$ cat config.mk
export PLATFORM = sky130hd
export DESIGN_NAME = axis_fifo_rd_adapter_flat
export DESIGN_NICKNAME = d
export VERILOG_FILES = /design/src/rtl/axis_fifo_pkg.sv /design/src/rtl/axis_fifo_rd_adapter_if.sv /design/src/rtl/axis_skid_buf2.sv /design/src/rtl/axis_fifo_rd_adapter.sv /design/src/flat_wrapper.sv
export SDC_FILE = /design/constraint.sdc
export NUM_CORES = 1
export LEC_CHECK = 0
export CAP_MARGIN = 10
export CORE_UTILIZATION = 47
export DETAILED_ROUTE_END_ITERATION = 12
export HOLD_SLACK_MARGIN = 0.12
export MAX_ROUTING_LAYER = met4
export PLACE_DENSITY = 0.77
export SLEW_MARGIN = 20
export SYNTH_ARGS = -nofsm -noshare
export SYNTH_HDL_FRONTEND = slang
export SYNTH_SLANG_ARGS = --single-unit
$ cat constraint.sdc
create_clock -name rclk -period 2.45 [get_ports rclk]
set_clock_uncertainty 0.15 [all_clocks]
set_input_delay 0.49 -clock rclk [delete_from_list [all_inputs] [get_ports rclk]]
set_output_delay 0.49 -clock rclk [all_outputs]
set_load 0.02 [all_outputs]
$ cat src/rtl/axis_fifo_pkg.sv
// axis_fifo_pkg: types and defaults shared by the FIFO AXI-Stream adapters
package axis_fifo_pkg;
  localparam int DEF_DATA_W = 8;
  typedef enum logic [1:0] {OCC0, OCC1, OCC2} occ_t;
endpackage

$ cat src/rtl/axis_fifo_rd_adapter_if.sv
// axis_fifo_rd_adapter_if: AXI-Stream bus between the read adapter and its sink
interface axis_fifo_rd_adapter_if import axis_fifo_pkg::*; #(parameter int DATA_W = DEF_DATA_W);
  logic [DATA_W-1:0] tdata;
  logic              tvalid;
  logic              tready;
  logic              tlast;
  modport master (output tdata, tvalid, tlast, input tready);
  modport slave  (input tdata, tvalid, tlast, output tready);
endinterface

$ cat src/rtl/axis_skid_buf2.sv
// axis_skid_buf2: 2-entry output buffer with occupancy FSM; head is b0
module axis_skid_buf2 import axis_fifo_pkg::*; #(
  parameter int DATA_W = DEF_DATA_W
) (
  input  logic              rclk,
  input  logic              rrst_n,
  input  logic              push_i,
  input  logic              pop_i,
  input  logic [DATA_W-1:0] din_i,
  output logic [DATA_W-1:0] dout_o,
  output occ_t              occ_o
);
  occ_t              occ_q, occ_d;
  logic [DATA_W-1:0] b0_q, b0_d, b1_q, b1_d;
  always_ff @(posedge rclk or negedge rrst_n)
    if (!rrst_n) begin
      occ_q <= OCC0;
      b0_q  <= '0;
      b1_q  <= '0;
    end else begin
      occ_q <= occ_d;
      b0_q  <= b0_d;
      b1_q  <= b1_d;
    end
  // the incoming word lands in the first slot that is free after the pop
  always_comb begin
    occ_d = occ_q;
    b0_d  = b0_q;
    b1_d  = b1_q;
    case (occ_q)
      OCC0: if (push_i) begin
        occ_d = OCC1;
        b0_d  = din_i;
      end
      OCC1: if (push_i && !pop_i) begin
        occ_d = OCC2;
        b1_d  = din_i;
      end else if (pop_i && !push_i) begin
        occ_d = OCC0;
      end else if (push_i) begin
        b0_d  = din_i;
      end
      OCC2: if (pop_i) begin
        occ_d = OCC1;
        b0_d  = b1_q;
      end
      default: occ_d = OCC0;
    endcase
  end
  assign dout_o = b0_q;
  assign occ_o  = occ_q;
endmodule

$ cat src/rtl/axis_fifo_rd_adapter.sv
// axis_fifo_rd_adapter: async_fifo_core read port to AXI-Stream master, full throughput.
// Define AXIS_FIFO_RD_TLAST_EN to frame the stream with tlast every PKT_LEN beats.
module axis_fifo_rd_adapter import axis_fifo_pkg::*; #(
  parameter int DATA_W  = DEF_DATA_W,
  parameter int PKT_LEN = 16
) (
  input  logic                    rclk,
  input  logic                    rrst_n,
  input  logic                    fifo_empty,
  input  logic [DATA_W-1:0]       fifo_rdata,
  output logic                    fifo_ren,
  axis_fifo_rd_adapter_if.master  m_axis
);
  occ_t occ;
  logic pend_q;
  logic pop;
  assign pop = m_axis.tvalid && m_axis.tready;
  // buffered + in-flight words, after this cycle's pop, must leave room for one more
  assign fifo_ren = rrst_n && !fifo_empty &&
                    ({1'b0, occ} + {2'b0, pend_q} < 3'd2 + {2'b0, pop});
  always_ff @(posedge rclk or negedge rrst_n)
    if (!rrst_n) pend_q <= 1'b0;
    else         pend_q <= fifo_ren;
  axis_skid_buf2 #(.DATA_W(DATA_W)) u_buf (
    .rclk   (rclk),
    .rrst_n (rrst_n),
    .push_i (pend_q),
    .pop_i  (pop),
    .din_i  (fifo_rdata),
    .dout_o (m_axis.tdata),
    .occ_o  (occ)
  );
  assign m_axis.tvalid = occ != OCC0;
`ifdef AXIS_FIFO_RD_TLAST_EN
  localparam int CNT_W = PKT_LEN > 1 ? $clog2(PKT_LEN) : 1;
  localparam logic [CNT_W-1:0] CNT_LAST = CNT_W'(PKT_LEN - 1);
  logic [CNT_W-1:0] beat_cnt_q, beat_cnt_d;
  assign beat_cnt_d = !pop ? beat_cnt_q : beat_cnt_q == CNT_LAST ? '0 : beat_cnt_q + 1'b1;
  always_ff @(posedge rclk or negedge rrst_n)
    if (!rrst_n) beat_cnt_q <= '0;
    else         beat_cnt_q <= beat_cnt_d;
  assign m_axis.tlast = m_axis.tvalid && beat_cnt_q == CNT_LAST;
`else
  logic unused_pkt_len;
  assign unused_pkt_len = ^PKT_LEN;
  assign m_axis.tlast   = 1'b0;
`endif
endmodule

$ cat src/flat_wrapper.sv
// flat-port wrapper written by rule: the top's interface ports become plain ports
module axis_fifo_rd_adapter_flat import axis_fifo_pkg::*;
#(
  parameter int DATA_W  = DEF_DATA_W,
  parameter int PKT_LEN = 16
)
  (rclk, rrst_n, fifo_empty, fifo_rdata, fifo_ren, m_axis_tdata, m_axis_tvalid, m_axis_tlast, m_axis_tready);
  axis_fifo_rd_adapter_if #(.DATA_W(DATA_W)) m_axis_i ();
  input  logic rclk;
  input  logic rrst_n;
  input  logic fifo_empty;
  input  logic [DATA_W-1:0] fifo_rdata;
  output logic fifo_ren;
  output wire logic [$bits(m_axis_i.tdata)-1:0] m_axis_tdata;
  output wire logic [$bits(m_axis_i.tvalid)-1:0] m_axis_tvalid;
  output wire logic [$bits(m_axis_i.tlast)-1:0] m_axis_tlast;
  input wire logic [$bits(m_axis_i.tready)-1:0] m_axis_tready;
  assign m_axis_tdata = m_axis_i.tdata;
  assign m_axis_tvalid = m_axis_i.tvalid;
  assign m_axis_tlast = m_axis_i.tlast;
  assign m_axis_i.tready = m_axis_tready;
  axis_fifo_rd_adapter #(.DATA_W(DATA_W), .PKT_LEN(PKT_LEN)) u_core (.rclk(rclk), .rrst_n(rrst_n), .fifo_empty(fifo_empty), .fifo_rdata(fifo_rdata), .fifo_ren(fifo_ren), .m_axis(m_axis_i));
endmodule
==> impl_metrics.toml <==
[run_status]
status = "completed"

[worst_setup_path]
path_class = "reg2out"
crit_required_ns = 1.81
cp-start-kind = "flop"
worstPathArrival_ns = 1.73
cp_max_fo = 6
end_kind = "primary output"

[sta]
fin_crit_sh = 0.967
timing.hold.ws_ns = 0.343
fin_crit_ns = 2.37
rsz0062_at_grt = "false"
hold_violations = 0
setup_viol = 0
setup_tns_ns = 0
max_freq_mhz = 422
maxSlewViolCount = 0

[global_route]
grt_pass1_wl_um = 2500
grt_pass1_vias = 564
gr-usage-met1 = 0.231
top_usage_layer = "met2"
overflow = 0
grtUsageMet2 = 0.254
antenna_found_initial = 0
grt_use_total = 0.179
grt_max_degree = 20
met3_usage = 0.0471

[power_and_ir_drop]
switching_share = 0.326
p_per_area_nw_per_um2 = 1030
combPwrFrac = 0.457
p_switching_uw = 416
p_clk_frac = 0.123
vdd_drop_max_mv = 0.600
p_leak_nw = 0.540
cell_internal_pwr_uw = 858
pwr-share-seq = 0.420

[die]
start_util = 0.516
io_pins = 23
coreArea_um2 = 1780
row_count = 15
fp.dieH_um = 46.3
die_w_um = 46.3
die_area_um2 = 2140

[placed_design]
gp_congestion = 0.789
placed_area_um2 = 1200
port_buffers = 21
hpwlAfterDp_um = 1150

[cts]
htreeDepth = 1
path_clk_slew_ns = 0.10
cts-root-buf = "clkbuf_4"
cts_tree = "built"
ctsLongestPathBuffers = 2
insertion_delay_ns = 0.30
cts_buffers = 3
cts.sinks = 19

[cells_and_area]
area_delta_synth_final_pct = 34.2
drive_gt1_frac = 0.365
layout_commonest_cell = "mux2_2"
post-route-cell-area_um2 = 1240
num_antenna_cells = 0
nets = 113
final_cell_mix = "mux2_2, clkdlybuf4s50_1, dfrtp_1"

[flow_run]
maxCapViolCount = 0

[detailed_routing]
dr_total_vias = 609
final_antenna_net_count = 0
finalWirelength_um = 1550
drt_iter0_markers = 1
drc = 0
drtPass1Iterations = 2
wl_per_cell_um = 12.8
via_per_inst = 5.03

[synth]
seq_area_frac_synth = 0.516
yosysUniqueCellTypes = 18
netlist_instances = 67
synth_area_um2 = 921
syn_avg_cell_area_um2 = 13.7
syn_nets = 83
yosysWarnings = 0
ys_seq_elements = 19

[hold_path]
hold_class = "reg2reg"
-- stage by stage --
step | utilization | cells | total power [mW] | setup slack (ns)
2_1_floorplan | - | 67 | 0.869 | 0.259
3_3_place_gp | 0.673 | 116 | 1.10 | -0.248
3_5_place_dp | 0.673 | 116 | 1.12 | -0.283
4_1_cts | 0.689 | 120 | 1.28 | 0.0306
5_1_grt | 0.693 | 121 | 1.35 | 0.00902
6_report | 0.693 | 121 | 1.27 | 0.0820
-- layout make-up --
cell class	instances	area, µm²
clock buffers	4	26.3
fillers	144	547
inverters	3	11.3
multi-input cells	43	422
flip-flops and latches	19	477
well taps	25	31.3
repair buffers	27	269
-- power by group through the flow --
stage | Sequential [mW] | Combinational (mW) | Clock [mW]
6_report | 0.535 | 0.582 | 0.157
3_5_place_dp | 0.548 | 0.572 | 0
4_1_cts | 0.542 | 0.573 | 0.163
5_1_grt | 0.556 | 0.622 | 0.176
3_3_place_gp | 0.537 | 0.561 | 0
2_1_floorplan | 0.617 | 0.251 | 0
-- cell families after synthesis --
| kind of cell | count (synthesis) | share of synthesized area |
|---|---|---|
| compound gates | 5 | 0.0408 |
| flops | 19 | 0.516 |
| mux | 25 | 0.304 |
| buf+inv | 5 | 0.0258 |
| simple gates | 8 | 0.0543 |
| other cells | 1 | 0.00407 |
| fa+ha+maj | 4 | 0.0543 |
-- critical path: stages, from the launching register on --
cell and delay, ns:
dfrtp_2 0.45, ha_1 0.19, ha_1 0.28, o21ai_0 0.07
and3_1 0.19, clkdlybuf4s15_2 0.26
-- state kept, by name, summed over array words and instances (netlist names) --
register / cells
u_core.pend_q: 1
u_core.u_buf.b1_q: 8
u_core.u_buf.dout_o: 8
u_core.u_buf.occ_o: 2
-- cells in the mapped netlist --
library cell / count / area, µm²
o21ai_4: 1 / 16.3
mux2i_1: 1 / 10.0
inv_1: 3 / 11.3
dfrtp_1: 19 / 475
ha_1: 4 / 50.1
mux2_2: 21 / 236
or2_2: 1 / 6.26
nand2_1: 2 / 7.51
conb_1: 1 / 3.75
o21ai_0: 3 / 15.0
buf_4: 1 / 7.51
or4b_4: 1 / 13.8
mux2_1: 3 / 33.8
and3_1: 1 / 6.26
nor2b_1: 2 / 12.5
nor2_1: 1 / 3.75
o22ai_1: 1 / 6.26
buf_2: 1 / 5.00
-- what timing repair did --
item | CTS | global route
buffers inserted | 0 | 1
endpoints found under the hold margin | 0 | 0
hold buffers | 0 | 0
resized for setup | 4 | 1
endpoints found under the setup margin | 1 | 9
-- path summary, 6_finish.rpt --
check / start / slack [ns] / cells past startpoint / endpoint
setup / recovery: u_core.u_buf.occ_o[0] / 0.08 / 5 / fifo_ren
hold / removal: u_core.u_buf.dout_o[4] / 0.34 / 1 / u_core.u_buf.dout_o[4]
setup reg to reg: u_core.u_buf.occ_o[1] / 0.20 / 6 / u_core.u_buf.dout_o[5]
hold reg to reg: u_core.u_buf.dout_o[4] / 0.34 / 1 / u_core.u_buf.dout_o[4]
max in group asynchronous: rrst_n / 1.52 / 2 / u_core.u_buf.occ_o[0]
min in group asynchronous: rrst_n / 0.42 / 2 / u_core.u_buf.dout_o[3]
-- metal layers --
metal / routed length [µm] / vias up
met5: 0 / -
met4: 37 / 0
met3: 73 / 5
met2: 747 / 15
met1: 691 / 295
li1: - / 294
Note: power is estimated with default switching activity, not from simulation.
